**config.mk**
```make
export PLATFORM = sky130hd
export DESIGN_NAME = xoodyak_hash_ctrl
export DESIGN_NICKNAME = d
export VERILOG_FILES = /design/src/rtl/xoodyak_hash_ctrl.sv
export SDC_FILE = /design/constraint.sdc
export NUM_CORES = 2
export LEC_CHECK = 0
export BUFFER_PORTS_ARGS = -buffer_cell sky130_fd_sc_hd__buf_2
export CAP_MARGIN = 20
export CORE_AREA = 2 2 456 458
export CTS_BUF_LIST = sky130_fd_sc_hd__clkbuf_2 sky130_fd_sc_hd__clkbuf_4 sky130_fd_sc_hd__clkbuf_8
export DETAILED_ROUTE_END_ITERATION = 12
export DIE_AREA = 0 0 458 460
export GPL_ROUTABILITY_DRIVEN = 1
export GPL_TIMING_DRIVEN = 0
export SYNTH_ARGS = -nofsm -noshare
export SYNTH_HDL_FRONTEND = slang
export SYNTH_SLANG_ARGS = --single-unit
export TNS_END_PERCENT = 5
```
**constraint.sdc**
```tcl
create_clock -name eph1 -period 3.42 [get_ports eph1]
set_clock_uncertainty 0.2 [all_clocks]
set_input_delay 0.342 -clock eph1 [delete_from_list [all_inputs] [get_ports eph1]]
set_output_delay 0.342 -clock eph1 [all_outputs]
set_load 0.03 [all_outputs]
```
**src/rtl/xoodyak_hash_ctrl.sv**
```systemverilog
// ---------------------------------------------------------------------------
// xoodyak_hash_ctrl
//
// Sequencer for the Xoodyak Cyclist hash mode. It owns the 384-bit Xoodoo
// state, absorbs message blocks with the Down padding and domain constants,
// launches the external 12-cycle `permute` engine for every Up, and squeezes
// a 256-bit digest as two 128-bit halves.
//
// Ports
//   eph1            clock
//   reset           synchronous, active-low reset (0 = reset)
//   msg_valid/ready message block handshake
//   msg_data        block bytes, byte i at [8i+7:8i]
//   msg_len         valid bytes 0..16 (larger values clamp to 16)
//   msg_last        final block of the message
//   perm_start      one-cycle start pulse to permute
//   perm_state_in   state to permute (always the state register)
//   perm_state_out  permute result
//   perm_done       permute completion
//   dig_valid/ready digest handshake
//   dig_data        digest, [127:0] first squeeze, [255:128] second squeeze
//   busy            high while squeezing or permuting
//
// Handshake semantics: a transfer happens on a rising edge of eph1 at which
// both valid and ready are 1. The producer holds data stable while valid is
// high and ready is low; ready never depends combinationally on valid.
// While reset is 0 every output is forced to 0.
// ---------------------------------------------------------------------------
module xoodyak_hash_ctrl #(
    parameter int RATE_BYTES = 16
) (
    input  logic         eph1,
    input  logic         reset,
    input  logic         msg_valid,
    output logic         msg_ready,
    input  logic [127:0] msg_data,
    input  logic [4:0]   msg_len,
    input  logic         msg_last,
    output logic         perm_start,
    output logic [383:0] perm_state_in,
    input  logic [383:0] perm_state_out,
    input  logic         perm_done,
    output logic         dig_valid,
    input  logic         dig_ready,
    output logic [255:0] dig_data,
    output logic         busy
);

    typedef enum logic [1:0] {
        S_ABSORB = 2'd0,
        S_SQZ    = 2'd1,
        S_PERM   = 2'd2,
        S_OUT    = 2'd3
    } fsm_t;

    // Where a finished permutation hands control back to.
    typedef enum logic [1:0] {
        R_RA = 2'd0,   // back to absorbing the next block
        R_RM = 2'd1,   // between the two squeezes
        R_RO = 2'd2    // second squeeze done, present the digest
    } ret_t;

    localparam logic [4:0] RATE_N = 5'(RATE_BYTES);

    logic [383:0] st_q, st_d;
    logic         first_q, first_d;
    fsm_t         fsm_q, fsm_d;
    ret_t         ret_q, ret_d;
    logic         started_q, started_d;
    logic [127:0] dig_lo_q, dig_lo_d;
    logic [127:0] dig_hi_q, dig_hi_d;
    logic [4:0]   msg_n;

    always_ff @(posedge eph1) begin
        if (!reset) begin
            st_q      <= '0;
            first_q   <= 1'b1;
            fsm_q     <= S_ABSORB;
            ret_q     <= R_RA;
            started_q <= 1'b0;
            dig_lo_q  <= '0;
            dig_hi_q  <= '0;
        end else begin
            st_q      <= st_d;
            first_q   <= first_d;
            fsm_q     <= fsm_d;
            ret_q     <= ret_d;
            started_q <= started_d;
            dig_lo_q  <= dig_lo_d;
            dig_hi_q  <= dig_hi_d;
        end
    end

    always_comb begin
        st_d      = st_q;
        first_d   = first_q;
        fsm_d     = fsm_q;
        ret_d     = ret_q;
        started_d = started_q;
        dig_lo_d  = dig_lo_q;
        dig_hi_d  = dig_hi_q;
        msg_n     = (msg_len > RATE_N) ? RATE_N : msg_len;

        case (fsm_q)
            S_ABSORB: begin
                if (msg_valid) begin
                    // Down: XOR the message bytes, then the 0x01 pad right
                    // after them, then the hash-absorb Cd on the first block.
                    for (int i = 0; i < RATE_BYTES; i++) begin
                        if (5'(i) < msg_n) begin
                            st_d[8*i +: 8] = st_q[8*i +: 8] ^ msg_data[8*i +: 8];
                        end
                    end
                    for (int i = 0; i <= RATE_BYTES; i++) begin
                        if (5'(i) == msg_n) begin
                            st_d[8*i +: 8] = st_d[8*i +: 8] ^ 8'h01;
                        end
                    end
                    if (first_q) begin
                        st_d[383:376] = st_d[383:376] ^ 8'h03;
                    end
                    first_d = 1'b0;
                    if (msg_last) begin
                        fsm_d = S_SQZ;
                    end else begin
                        fsm_d = S_PERM;
                        ret_d = R_RA;
                    end
                end
            end

            S_SQZ: begin
                // Cu = 0x40 for the Up that yields the first squeeze block.
                st_d[383:376] = st_q[383:376] ^ 8'h40;
                fsm_d         = S_PERM;
                ret_d         = R_RM;
                started_d     = 1'b0;
            end

            S_PERM: begin
                // The start cycle ignores perm_done so a stale completion
                // from an aborted run cannot be mistaken for this one.
                if (!started_q) begin
                    started_d = 1'b1;
                end else if (perm_done) begin
                    started_d = 1'b0;
                    st_d      = perm_state_out;
                    case (ret_q)
                        R_RA: fsm_d = S_ABSORB;
                        R_RM: begin
                            // Down of the empty string with Cd = 0 before the
                            // second Up; staying in PERM re-arms the start.
                            dig_lo_d   = perm_state_out[127:0];
                            st_d[7:0]  = perm_state_out[7:0] ^ 8'h01;
                            ret_d      = R_RO;
                        end
                        default: begin
                            dig_hi_d = perm_state_out[127:0];
                            fsm_d    = S_OUT;
                        end
                    endcase
                end
            end

            default: begin  // S_OUT
                if (dig_ready) begin
                    st_d    = '0;
                    first_d = 1'b1;
                    fsm_d   = S_ABSORB;
                end
            end
        endcase
    end

    assign msg_ready     = reset & (fsm_q == S_ABSORB);
    assign perm_start    = reset & (fsm_q == S_PERM) & ~started_q;
    assign perm_state_in = reset ? st_q : '0;
    assign dig_valid     = reset & (fsm_q == S_OUT);
    assign dig_data      = reset ? {dig_hi_q, dig_lo_q} : '0;
    assign busy          = reset & ((fsm_q == S_SQZ) | (fsm_q == S_PERM));

endmodule

```
# ---- Word level (Yosys, flattened, before mapping)
# Index checks and enable logic that the tools add are counted.
# W data, S select, Z words.
dict set report totals {
  wordCells 226
  ff_bits 646
}
dict set report op_classes {
  n_bitwise 48
  n_lt_le_gt_ge 17
  n_eq_ne 28
  n_reduce_logical 24
  muxes 97
}
# cell count
set ops {}
lappend ops {{$mux W384} 4}
lappend ops {{$pmux W240 S2} 1}
lappend ops {{$pmux W136 S3} 1}
lappend ops {{$mux W8} 48}
lappend ops {{$mux W256} 1}
lappend ops {{$mux W129} 1}
lappend ops {{$xor A8 B8 Y8} 16}
lappend ops {{$eq A4 B5 Y1 const A} 8}
lappend ops {{$lt A4 B5 Y1 const A} 8}
lappend ops {{$not A1 Y1} 25}
lappend ops {{$mux W2} 12}
lappend ops {{$pmux W8 S3} 1}
lappend ops {{$mux W1} 22}
lappend ops {{$eq A3 B5 Y1 const A} 4}
lappend ops {{$lt A3 B5 Y1 const A} 4}
lappend ops {{$reduce_and A6 Y1} 3}
lappend ops {{$reduce_and A4 Y1} 4}
lappend ops {{$reduce_and A5 Y1} 3}
lappend ops {{$ne A2 B2 Y1 const B} 7}
lappend ops {{$pmux W2 S3} 2}
lappend ops {{$eq A2 B5 Y1 const A} 2}
lappend ops {{$lt A1 B5 Y1 const A} 2}
lappend ops {{$lt A2 B5 Y1 const A} 2}
lappend ops {{$reduce_bool A3 Y1} 3}
lappend ops {{other kinds (18)} 30}

# ---- Logic depth before layout (Yosys ltp)
dict set report logic_depth {
  depth_word 10
  depth_mapped 10
}

# ---- Least setup slack after synthesis
# Ideal clock, no wire load.
dict set report synth_path {
  kind {register -> register}
  startpoint {register fsm_q[0]}
  endpoint {register st_q[72]}
  setup_ns 0.129
  arrival_ns 2.141
  setup_slack_ns 0.950
  stages_incl_launch_ff 9
  synth_period_minus_slack_ns 2.470
  path_cell_list {dfxtp_1 -> inv_1 -> ha_1 -> a21boi_4 -> or4_1 -> buf_4 -> buf_6 -> a2111oi_0 -> o21ai_1}
}
dict set report synth_via {
  elab_chain_cells 3
  elab_cells_between_ends 10
  classes_between {eq/ne (5); mux (1); bitwise (1); reduce/logical (3)}
}
# item line_no
set synth_rtl {}
lappend synth_rtl {{start, declared} 67} ;# fsm_t fsm_q, fsm_d;
lappend synth_rtl {{start signal, assigned} 86} ;# fsm_q <= fsm_d;
lappend synth_rtl {{$eq A2 B2 Y1, or another cell as far along} 104} ;# case (fsm_q)
lappend synth_rtl {{$ne A2 B2 Y1 (no line), or another cell as far along} -}
lappend synth_rtl {{$reduce_and A5 Y1 (no line)} -}
lappend synth_rtl {{end signal, assigned} 84} ;# st_q <= st_d;
lappend synth_rtl {{end, declared} 65} ;# logic [383:0] st_q, st_d;
# Parallel ways exist; a longest one is shown, timed or not.
# A chain may end at the register's enable or synchronous reset.

# ---- Worst setup path after layout
dict set report layout_path {
  startpoint {input reset}
  endpoint {output dig_data[224]}
}
dict set report layout_via {
  elab_chain_cells 1
}
# item line_no
set layout_rtl {}
lappend layout_rtl {{start, declared} 33} ;# input logic reset,
lappend layout_rtl {{$mux W256} 179} ;# assign dig_data = reset ? {dig_hi_q, dig_lo_q} : '0;
lappend layout_rtl {{end, declared} 45} ;# output logic [255:0] dig_data,
# Every way passes these cells.

==> metrics.txt <==
outcome=completed; Sink Count=646; setup bufs post-CTS=0; Int Power=16.6 mW; Fillers=22400; Final Hold Viols=0; most common cell after layout, fill and taps aside=buf_2; post-synthesis cell type count=65; fmax=294 MHz; post-synthesis mux area share=0.00248; gr ovfl total=0; main combinational cell family by area after synthesis=compound AO/OA/AOI/OAI gates; vias in the first global route=36700; Longest Clk Path Bufs=3; RD Place Congestion=1.02; most frequent cells in the layout=1194 x buf_2, 809 x dlygate4sd3_1, 646 x dfxtp_1; die width=458 µm; Slew Viols, Final=0; Max VDD drop=0.000335 V; fin crit period=3400 ps; global-route wire length before repair=298 mm; mean routed wirelength per cell=26.9 µm; Setup-failing EPs final=0; IO Count=1167; P_sw=11.1 mW; Flop pwr share=0.307; worst reg2reg path depth=11; Layout Nets=6059; Die Ht=460 µm; Clock Latency Late Sink=840 ps; layout overhead on the synthesized area=74.2%; Worst Hold Class=input pin to flip-flop; worst setup path class=input pin to output pin; CP Launch Type=input pin; # port buffers=1163; cts bufs inserted=130; Static Leak=21.3 nW; Maximum Capacitance Violations=0; Tot GR Track Use=0.205; Setup crit end kind=output pin; Ys Warns=0; Post-Synth XOR/XNOR Area=0.00301; Core Rows=167; Seq. cell area=0.0129 mm²; Worst Slack Setup Final=23.1 ps; Synth Area in Compound Gates=0.243; H-tree lvl count=4; DRC viols=0; Tcrit/Tclk final=0.993; Starting Density=0.137; Arr. time, crit path=2850 ps; synthesized area per cell=8.32 µm²; Synth Area in Simple Gates=0.238; Root Buffer=clkbuf_8; crit path max fanout=14; Slew HR=0.227; total power draw=27.6 mW; Reg clk slew, reported paths=60 ps; CTS tree=done; worst hold stages=3; minimum hold slack=109 ps; Synth async-reset ratio=0; FF+latch count, synth=646; clock share of power=0.334; RSZ-0062 raised after global routing=yes; post-synthesis adder-cell area fraction=0.00221; Syn Nets=3922; pwr/cell area=562 mW/mm²; initial antenna violation count=74; pre-CTS setup slack=-1050 ps; Req. time, crit path=2880 ps; 1st-iter DRT viols=2834; Core Area=0.206 mm²; Top FF cell, synth=dfxtp_1; logic gate share of total power=0.359; share of cells above drive strength 1=0.272; Multi-input gate area=0.0138 mm²; vias=36200; Synth Cell Area=0.0282 mm²; routed wire length=225 mm; Seq/Total Area, Yosys=0.458; largest net degree at the start of global routing=17; DP HPWL=178 mm; post-route ant nets=0; drt via density=4.33; Die Footprint=0.211 mm²; Sw Share=0.401; drt pass-1 iters=6; number of flops mapped to enable cells by yosys=0; Cells after Synth=3394; measured slew at the worst slew-check pin=1160 ps
power groups by stage:
stage	clock network [mW]	registers [mW]	logic, mW
floorplan	0	8.52	4.62
global placement	0	8.59	8.55
detailed placement	0	8.63	9.05
CTS	9.49	8.47	9.95
global route	9.76	8.54	10.5
finish	9.23	8.48	9.93
flip-flops by register name (all words and copies together) (netlist names):
register,cells
dig_hi_q,128
dig_lo_q,128
first_q,1
fsm_q,2
ret_q,2
st_q,384
started_q,1
logic make-up after synthesis:
kind of cell / Yosys count
flops: 646
xor+xnor: 8
fa+ha+maj: 5
mux: 7
compound gates: 975
buf+inv: 384
simple gates: 1369
synthesized netlist by cell type, types with 3 or more instances:
master / n / area, µm²
a221oi_1: 5 / 43.8
o22ai_1: 8 / 50.1
buf_2: 25 / 125
nor2b_1: 4 / 25.0
o31a_1: 14 / 123
nor3b_1: 10 / 75.1
nor2_1: 137 / 514
xor2_1: 3 / 26.3
a21oi_2: 6 / 52.6
nand3_1: 4 / 20.0
a31oi_1: 3 / 18.8
nand2_1: 608 / 2280
a21oi_1: 302 / 1510
buf_4: 8 / 60.1
a2111oi_0: 3 / 26.3
nand2b_1: 15 / 93.8
dfxtp_1: 646 / 12900
nor3_1: 11 / 55.1
inv_1: 108 / 405
a32oi_1: 22 / 193
o21ai_1: 4 / 20.0
o221ai_1: 5 / 43.8
a32o_1: 121 / 1210
buf_1: 12 / 45.0
o31ai_1: 7 / 52.6
xnor2_1: 4 / 35.0
o2bb2ai_1: 18 / 158
o21a_1: 3 / 22.5
a22o_1: 256 / 2240
clkbuf_1: 229 / 860
mux2i_1: 7 / 70.1
ha_1: 5 / 62.6
o21ai_0: 178 / 891
and2_1: 560 / 3500
layout make-up:
cell class,instances,share of cell area
antenna,46,0.00234
buffer,272,0.0237
clock buffer,195,0.0498
clock inverter,35,0.00890
inverter,109,0.00836
multi-input combinational,2364,0.281
sequential,646,0.263
tap,2704,0.0687
timing repair buffer,2008,0.294
worst max-delay path, stage by stage:
cell and delay (ps):
buf_2 90, clkbuf_2 280, clkbuf_4 450, clkbuf_4 470, clkbuf_1 620, and2_1 280
buf_2 250
path summary, 6_finish.rpt:
| kind | start | to | slack, ps |
|---|---|---|---|
| worst max-delay path | reset | dig_data[224] | 20 |
| worst min-delay path | perm_state_out[217] | st_q[217]$_SDFFE_PN0P_ | 110 |
| worst max register to register | fsm_q[0]$_SDFFE_PN0P_ | fsm_q[0]$_SDFFE_PN0P_ | 80 |
| worst min register to register | dig_lo_q[50]$_SDFFE_PN0P_ | dig_lo_q[50]$_SDFFE_PN0P_ | 250 |
stage by stage:
stage	TNS (ps)	std cells	area [µm²]	util
after global routing	-172	8362	49200	0.239
final	0	8379	49200	0.239
after floorplan	0	3394	28200	-
after CTS	-260	8334	49100	0.238
after global placement	-1746880	7261	37500	0.182
after detailed placement	-201250	7297	38100	0.185
repair_timing:
action / 4_1_cts / 5_1_grt
hold buffers: 809 / 0
resized for setup: 29 / 14
setup endpoints to repair: 487 / 185
endpoints found under the hold margin: 646 / 0
routing by layer:
metal / up-vias / part of all wire / track usage
li1: 16000 / - / -
met1: 17300 / 0.33 / 0.198
met2: 2194 / 0.51 / 0.379
met3: 694 / 0.077 / 0.0550
met4: 10 / 0.076 / 0.137
met5: - / 0.00030 / 0
Power figures use the tool's default switching activity.
